$ cat src/rtl/pio_irq_servicer_pkg.sv
// Register map of the edge-capture PIO slave and the servicer FSM state encoding.
package pio_regs_pkg;

   localparam logic [1:0] PIO_ADDR_DATA = 2'd0;
   localparam logic [1:0] PIO_ADDR_MASK = 2'd2;
   localparam logic [1:0] PIO_ADDR_EDGE = 2'd3;

   typedef enum logic [2:0] {
      ST_INIT,
      ST_IDLE,
      ST_RD_CAP,
      ST_WAIT_CAP,
      ST_CLR,
      ST_RD_DAT,
      ST_WAIT_DAT,
      ST_PUSH
   } state_t;

   function automatic logic [15:0] sat_inc16(input logic [15:0] v);
      return (v == 16'hFFFF) ? v : v + 16'd1;
   endfunction

   function automatic logic [7:0] sat_inc8(input logic [7:0] v);
      return (v == 8'hFF) ? v : v + 8'd1;
   endfunction

endpackage

$ cat src/rtl/pio_irq_servicer_if.sv
// Avalon-MM master bus, PIO interrupt line and downstream event handshake of the servicer.
interface pio_irq_servicer_if #(parameter int DATA_W = 2);
   logic [1:0]        avm_address;
   logic              avm_chipselect;
   logic              avm_write_n;
   logic [31:0]       avm_writedata;
   logic [31:0]       avm_readdata;
   logic              irq;
   logic              ev_valid;
   logic              ev_ready;
   logic [DATA_W-1:0] ev_edges;
   logic [DATA_W-1:0] ev_data;
   logic [15:0]       ev_count;
   logic [7:0]        spurious_count;

   modport master (
      output avm_address, avm_chipselect, avm_write_n, avm_writedata,
      input  avm_readdata, irq,
      output ev_valid, ev_edges, ev_data, ev_count, spurious_count,
      input  ev_ready
   );

   modport slave (
      input  avm_address, avm_chipselect, avm_write_n, avm_writedata,
      output avm_readdata, irq,
      input  ev_valid, ev_edges, ev_data, ev_count, spurious_count,
      output ev_ready
   );
endinterface

$ cat src/rtl/pio_irq_servicer.sv
// Avalon-MM master servicing an edge-capture PIO: programs irq_mask, then on irq reads,
// write-1-clears and reports captured edges together with the data register as a valid/ready event.
module pio_irq_servicer
   import pio_regs_pkg::*;
#(
   parameter int                DATA_W       = 2,
   parameter logic [DATA_W-1:0] IRQ_MASK     = {DATA_W{1'b1}},
   parameter int                READ_LATENCY = 1
) (
   input  logic                clk,
   input  logic                reset,
   pio_irq_servicer_if.master  bus
);

   state_t            r_state, w_state_nxt;
   logic [2:0]        r_lat;
   logic [DATA_W-1:0] r_cap, r_edges, r_data;
   logic [15:0]       r_ev_count;
   logic [7:0]        r_spur;
   logic [DATA_W-1:0] w_rd, w_cap;
   logic              w_lat_done;
   logic              w_cs, w_wn;
   logic [1:0]        w_addr;
   logic [31:0]       w_wdata;
   logic              w_unused;

   assign w_rd       = bus.avm_readdata[DATA_W-1:0];
   assign w_cap      = w_rd & IRQ_MASK;
   assign w_lat_done = (r_lat == 3'(READ_LATENCY));
   assign w_unused   = &{1'b0, bus.avm_readdata};

   always_ff @(posedge clk or posedge reset) begin
      if (reset) r_state <= ST_INIT;
      else       r_state <= w_state_nxt;
   end

   // Read address stays on the bus through the wait states until readdata is sampled.
   always_comb begin
      w_state_nxt = r_state;
      w_cs        = 1'b0;
      w_wn        = 1'b1;
      w_addr      = PIO_ADDR_DATA;
      w_wdata     = '0;
      case (r_state)
         ST_INIT: begin
            w_cs        = 1'b1;
            w_wn        = 1'b0;
            w_addr      = PIO_ADDR_MASK;
            w_wdata     = 32'(IRQ_MASK);
            w_state_nxt = ST_IDLE;
         end
         ST_IDLE: if (bus.irq) w_state_nxt = ST_RD_CAP;
         ST_RD_CAP: begin
            w_cs        = 1'b1;
            w_addr      = PIO_ADDR_EDGE;
            w_state_nxt = ST_WAIT_CAP;
         end
         ST_WAIT_CAP: begin
            w_addr = PIO_ADDR_EDGE;
            if (w_lat_done) w_state_nxt = (w_cap == '0) ? ST_IDLE : ST_CLR;
         end
         ST_CLR: begin
            w_cs        = 1'b1;
            w_wn        = 1'b0;
            w_addr      = PIO_ADDR_EDGE;
            w_wdata     = 32'(r_cap);
            w_state_nxt = ST_RD_DAT;
         end
         ST_RD_DAT: begin
            w_cs        = 1'b1;
            w_addr      = PIO_ADDR_DATA;
            w_state_nxt = ST_WAIT_DAT;
         end
         ST_WAIT_DAT: begin
            w_addr = PIO_ADDR_DATA;
            if (w_lat_done) w_state_nxt = ST_PUSH;
         end
         ST_PUSH: if (bus.ev_ready) w_state_nxt = ST_IDLE;
         default: w_state_nxt = ST_INIT;
      endcase
   end

   always_ff @(posedge clk or posedge reset) begin
      if (reset) begin
         r_lat      <= '0;
         r_cap      <= '0;
         r_edges    <= '0;
         r_data     <= '0;
         r_ev_count <= '0;
         r_spur     <= '0;
      end else begin
         case (r_state)
            ST_RD_CAP, ST_RD_DAT: r_lat <= 3'd1;
            ST_WAIT_CAP: begin
               if (w_lat_done) begin
                  r_cap <= w_cap;
                  if (w_cap == '0) r_spur <= sat_inc8(r_spur);
               end else begin
                  r_lat <= r_lat + 3'd1;
               end
            end
            ST_WAIT_DAT: begin
               if (w_lat_done) begin
                  r_edges <= r_cap;
                  r_data  <= w_rd;
               end else begin
                  r_lat <= r_lat + 3'd1;
               end
            end
            ST_PUSH: if (bus.ev_ready) r_ev_count <= sat_inc16(r_ev_count);
            default: ;
         endcase
      end
   end

   // INIT drives the mask write, so the bus is gated while reset is held to keep it idle.
   assign bus.avm_chipselect = w_cs & ~reset;
   assign bus.avm_write_n    = w_wn | reset;
   assign bus.avm_address    = reset ? 2'd0 : w_addr;
   assign bus.avm_writedata  = reset ? 32'd0 : w_wdata;

   assign bus.ev_valid       = (r_state == ST_PUSH);
   assign bus.ev_edges       = r_edges;
   assign bus.ev_data        = r_data;
   assign bus.ev_count       = r_ev_count;
   assign bus.spurious_count = r_spur;

endmodule

$ cat src/flat_wrapper.sv
// flat-port wrapper written by rule: the top's interface ports become plain ports
module pio_irq_servicer_flat import pio_regs_pkg::*;
#(
   parameter int                DATA_W       = 2,
   parameter logic [DATA_W-1:0] IRQ_MASK     = {DATA_W{1'b1}},
   parameter int                READ_LATENCY = 1
)
  (clk, reset, bus_avm_address, bus_avm_chipselect, bus_avm_write_n, bus_avm_writedata, bus_avm_readdata, bus_irq, bus_ev_valid, bus_ev_edges, bus_ev_data, bus_ev_count, bus_spurious_count, bus_ev_ready);
  pio_irq_servicer_if #(.DATA_W(DATA_W)) bus_i ();
  input  logic clk;
  input  logic reset;
  output wire logic [$bits(bus_i.avm_address)-1:0] bus_avm_address;
  output wire logic [$bits(bus_i.avm_chipselect)-1:0] bus_avm_chipselect;
  output wire logic [$bits(bus_i.avm_write_n)-1:0] bus_avm_write_n;
  output wire logic [$bits(bus_i.avm_writedata)-1:0] bus_avm_writedata;
  input wire logic [$bits(bus_i.avm_readdata)-1:0] bus_avm_readdata;
  input wire logic [$bits(bus_i.irq)-1:0] bus_irq;
  output wire logic [$bits(bus_i.ev_valid)-1:0] bus_ev_valid;
  output wire logic [$bits(bus_i.ev_edges)-1:0] bus_ev_edges;
  output wire logic [$bits(bus_i.ev_data)-1:0] bus_ev_data;
  output wire logic [$bits(bus_i.ev_count)-1:0] bus_ev_count;
  output wire logic [$bits(bus_i.spurious_count)-1:0] bus_spurious_count;
  input wire logic [$bits(bus_i.ev_ready)-1:0] bus_ev_ready;
  assign bus_avm_address = bus_i.avm_address;
  assign bus_avm_chipselect = bus_i.avm_chipselect;
  assign bus_avm_write_n = bus_i.avm_write_n;
  assign bus_avm_writedata = bus_i.avm_writedata;
  assign bus_i.avm_readdata = bus_avm_readdata;
  assign bus_i.irq = bus_irq;
  assign bus_ev_valid = bus_i.ev_valid;
  assign bus_ev_edges = bus_i.ev_edges;
  assign bus_ev_data = bus_i.ev_data;
  assign bus_ev_count = bus_i.ev_count;
  assign bus_spurious_count = bus_i.spurious_count;
  assign bus_i.ev_ready = bus_ev_ready;
  pio_irq_servicer #(.DATA_W(DATA_W), .IRQ_MASK(IRQ_MASK), .READ_LATENCY(READ_LATENCY)) u_core (.clk(clk), .reset(reset), .bus(bus_i));
endmodule
$ cat config.mk
export PLATFORM = sky130hd
export DESIGN_NAME = pio_irq_servicer_flat
export DESIGN_NICKNAME = d
export VERILOG_FILES = /design/src/rtl/pio_irq_servicer_pkg.sv /design/src/rtl/pio_irq_servicer_if.sv /design/src/rtl/pio_irq_servicer.sv /design/src/flat_wrapper.sv
export SDC_FILE = /design/constraint.sdc
export NUM_CORES = 1
export LEC_CHECK = 0
export CORE_MARGIN = 5
export CORE_UTILIZATION = 27
export DETAILED_ROUTE_END_ITERATION = 16
export PLACE_DENSITY = 0.63
export SETUP_SLACK_MARGIN = 0.2
export SYNTH_ARGS = -nofsm -noshare
export SYNTH_HDL_FRONTEND = slang
export SYNTH_SLANG_ARGS = --single-unit
$ cat constraint.sdc
create_clock -name clk -period 2.11 [get_ports clk]
set_clock_uncertainty 0.2 [all_clocks]
set_input_delay 0.422 -clock clk [delete_from_list [all_inputs] [get_ports clk]]
set_output_delay 0.422 -clock clk [all_outputs]
set_load 0.01 [all_outputs]
# After elaboration in Yosys (flattened, before gate mapping)
# Cells that the tools add are included.
# word_totals
elab_cells,58
input_bits,36
reg_bits,36
out_inout_bits,65
# classes
mux,14
addsub,3
bitwise,5
n_reduce_logical,14
n_eq_ne,15
# ops
operator,count
3-bit case mux with 8 select lines,1
3-bit 2-to-1 mux,6
"16-bit by 1-bit adder with 16-bit output, second input constant",1
"16-bit == test, second input constant",1
"3-bit == test, second input constant",4
"8-bit by 1-bit adder with 8-bit output, second input constant",1
"8-bit == test, second input constant",1
2-bit case mux with 2 select lines,2
4-bit AND reduction,2
"3-bit by 1-bit == test with 1-bit output, second input constant",2
"3-bit by 2-bit == test with 1-bit output, second input constant",2
"2-bit by 1-bit inequality test with 1-bit output, second input constant",3
3-bit case mux with 2 select lines,1
2-bit AND reduction,3
2-bit OR reduction,3
2-bit 2-to-1 mux,2
"2-bit inequality test, second input constant",2
4-bit OR reduction,1
"3-bit by 1-bit adder with 3-bit output, second input constant",1
3-bit logical NOT,1
1-bit inverter,3
3-bit AND reduction,1
3-bit OR reduction,1
2-bit logical NOT,1
other kinds (4),5

# Longest topological paths before layout
# logic_depth
depth_word,4
depth_mapped,7
mapped_depth_nobuf,6

# Worst setup path after synthesis
# No wires, ideal clock.
# synth_timing
path_type,input port to output port
start,input port reset
end,output port bus_avm_writedata[0]
cell_stages,3
arrival_ps,1785
required_time_ps,1488
n_path_buf,0
setup_slack_ps,-297
path_cell_list,inv_1 -> nand2_1 -> a21oi_1
# synth_via
elab_chain_len,1
# synth_lines
item,line_no,text
"start, declared",flat_wrapper.sv:11,input logic reset;
2-bit 2-to-1 mux,pio_irq_servicer.sv:120,assign bus.avm_writedata = reset ? 32'd0 : w_wdata;
"end, declared",flat_wrapper.sv:15,output wire logic [$bits(bus_i.avm_writedata)-1:0] bus_avm_writedata;
# No other way between the ends.

# Final worst setup path
# layout_timing
start,register u_core.r_state[0]
end,output port bus_avm_address[0]
# layout_via
elab_chain_len,4
elab_cells_between_ends,7
cone_classes,3 x eq/ne; 2 x mux; 2 x reduce/logical
# layout_lines
item,line_no,text
"start, declared",pio_irq_servicer.sv:15,"state_t r_state, w_state_nxt;"
"start signal, assigned",pio_irq_servicer.sv:34,else r_state <= w_state_nxt;
3-bit by 2-bit == test with 1-bit output / 3-bit == test (equally long branches),pio_irq_servicer.sv:44,case (r_state)
3-bit OR reduction (no line),--,
2-bit case mux with 2 select lines *,pio_irq_servicer.sv:44,
2-bit 2-to-1 mux *,pio_irq_servicer.sv:119,assign bus.avm_address = reset ? 2'd0 : w_addr;
"end, declared",flat_wrapper.sv:12,output wire logic [$bits(bus_i.avm_address)-1:0] bus_avm_address;
# Mark *: on every way between the ends. The rest lies on a longest branch, timed or not.

==> results_dict.tcl <==
set metrics [dict create \
    outcome "complete, no violations" \
    finalSetupTns_ps 0 \
    first_iter_violations 47 \
    drv_cap 0 \
    grt_pass1_vias 1618 \
    setup_ws_ps 86.74 \
    endpoint "bus_avm_address[0]" \
    fin_crit_ps 2023 \
    clockBufferDepth 2 \
    coreArea_um2 7727 \
    ys_async_sr_fraction 1.000 \
    period_share 0.9589 \
    cts_sinks 36 \
    h-tree-depth 2 \
    synth_top_cells_by_area "dfrtp_1, buf_4, ha_1" \
    groute.usage.overall 0.09150 \
    synth_simple_gate_area_frac 0.1936 \
    final_hold_viol_count 0 \
    ys_types 43 \
    synthAdderAreaFrac 0.04678 \
    synthMuxAreaShare 0.04327 \
    max_freq_ghz 0.4943 \
    initial_core_util 0.2769 \
    yosysSeqAreaShare 0.4211 \
    cts_buffers 5 \
    hpwl_um 3312 \
    grt_overflow 0 \
    synth_edf_count 0 \
    ys_ff_latch 36 \
    cts_tree "done" \
    peakVddDrop_mv 0.5621 \
    clk_pin_slew_worst_paths_ps 70 \
    worstPathRequired_ps 1490 \
    max_stage_delay_ps 410 \
    drv_slew 0 \
    clock_tree.root_cell "clkbuf_8" \
    drt-pass1-iter-count 4 \
    path_cells "inv_2 -> ha_4 -> inv_2 -> a311oi_2 -> buf_2" \
    finalHoldWorstSlack_ps 293.8 \
    yosysMostFrequentCell "dfrtp_1" \
    critical_path_class "reg2out" \
    hold_start "u_core.bus.ev_edges[0]" \
    crit_start "u_core.r_state[0]" \
    syn_area_per_cell_um2 10.19 \
    reg2reg_from "u_core.r_state[0]" \
    rows 32 \
    setup_viol 0 \
    synth_xor_xnor_area_share 0.08596 \
    synth_warnings 0 \
    ant_nets 0 \
    io_pins 101 \
    grt_max_degree 37 \
    vias 1733 \
    hold_path_class "reg2reg" \
    whs_path_depth 2 \
    wl_per_cell_um 11.90 \
    power_density_nw_per_um2 936.0 \
    crit_path_top_delay_cell "dfrtp_1" \
    reg2reg_depth 5 \
    antennaDiodeCount 0 \
    layout.nets 336 \
    multiInputGateArea_um2 1194 \
    drive_above_1_share 0.3447 \
    die_w_um 99.02 \
    seqCellArea_um2 912.1 \
    n_fill_cell 751 \
    rsz0062_at_grt "yes" \
    antenna_found_initial 0 \
    worstPathArrival_ps 1400 \
    netlist.area_leader.share 0.4211 \
    port_buffers 40 \
    synth_top_family_by_area "simple AND/OR/NAND/NOR gates" \
    synth_top_cell_by_area "dfrtp_1" \
    leakage_nw 1.566 \
    critPathLaunchType "register" \
    post-place-ws_ps -283.8 \
    clock_latency_ps 290 \
    synth_common_cells "dfrtp_1, buf_4, nand2_1, xnor2_1" \
    syn_inst 210 \
    syn_to_final_growth_pct 44.56 \
    crit_fanout 3 \
    synth_area_um2 2140 \
    end_kind "output pin" \
    rrSetupSlack_ps 210 \
    ys.flop_type "dfrtp_1" \
    drc 0 \
    synth_compound_area_frac 0.07544 \
    dieHeight_um 99.02 \
    cpMostUsedCell "inv_2" \
    timing.rr.end "u_core.bus.spurious_count[1]" \
    place_congestion 0.7957 \
    wirelength_um 4700 \
    via_per_inst 4.387 \
    grt_pass1_wl_um 7369 \
    dieArea_um2 9805 \
]
==> worst min-delay path by stage <==
stage | end | slack [ps]
final | u_core.bus.ev_edges[0] | 290
after CTS | u_core.bus.ev_edges[0] | 300
after floorplan | u_core.bus.ev_count[0] | 190
after global routing | u_core.bus.spurious_count[6] | 330
after detailed placement | u_core.bus.ev_edges[0] | 270
after global placement | u_core.bus.ev_edges[0] | 280
==> metrics by stage <==
stage / power (mW) / cells / cell area [um2] / util
after floorplan: 1.682 / 239 / 2255 / -
after global placement: 2.159 / 363 / 2658 / 0.3439
after detailed placement: 2.174 / 363 / 2658 / 0.3439
after CTS: 2.741 / 375 / 2810 / 0.3637
after global routing: 3.130 / 395 / 3093 / 0.4003
final: 2.895 / 395 / 3093 / 0.4003
==> registers in the layout, summed over array words and instances (netlist names) <==
register and cells:
u_core.bus.ev_data 2, u_core.r_state 3, u_core.bus.ev_edges 2, u_core.r_lat 3
u_core.r_cap 2, u_core.bus.ev_count 16, u_core.bus.spurious_count 8
==> critical path, delay by kind of cell, from the launching register on <==
kind,cells,cell delay [ps]
AOI/OAI and AO/OA,1,240
adders and majority gates,1,140
DFF,1,410
buffers and inverters,3,320
==> where the power goes <==
part / leakage, nW / internal, mW / switching [mW]
clock network: 0.0510 / 0.261 / 0.252
logic: 1.05 / 0.745 / 0.666
registers: 0.461 / 0.848 / 0.122
total: 1.57 / 1.85 / 1.04
==> per-layer routing <==
| layer | share of wire | global-route usage | vias up |
|---|---|---|---|
| met5 | 0 | 0 | - |
| met4 | 0.0066 | 0.02521 | 0 |
| met3 | 0.071 | 0.03114 | 7 |
| met2 | 0.48 | 0.1441 | 54 |
| met1 | 0.44 | 0.1196 | 828 |
| li1 | - | - | 844 |
==> layout by cell type (no fill, tap or decap), types with 8 or more instances in the layout <==
cell	synthesis	routed
buf_4	31	33
clkdlybuf4s50_1	0	18
conb_1	1	30
dfrtp_1	36	27
dfrtp_2	0	9
dlygate4sd2_1	0	9
nand2_1	11	10
nand3_1	10	9
nand4_1	8	8
nor2_1	9	9
xnor2_1	11	11
xor2_1	10	10
==> cell type report <==
class                           instances  share of cell area
Clock buffer                            6             0.02670
Clock inverter                          2            0.003236
Inverter                               10             0.01335
Multi-Input combinational cell        159              0.3859
Sequential cell                        36              0.2949
Tap cell                              102             0.04126
Timing Repair Buffer                   80              0.2346
==> timing repair <==
action                     in CTS  in global routing
hold buffers                    0                  0
pin swaps                       7                  5
setup buffers                   4                 20
resized for setup              55                 30
setup endpoints to repair      28                 42
==> cell families after synthesis <==
logic type      count (synthesis)
simple gates                   66
buf+inv                        44
other cells                     1
compound gates                 26
flops                          36
mux                             8
xor+xnor                       21
fa+ha+maj                       8
No activity file was read; power rests on OpenSTA's default activity.
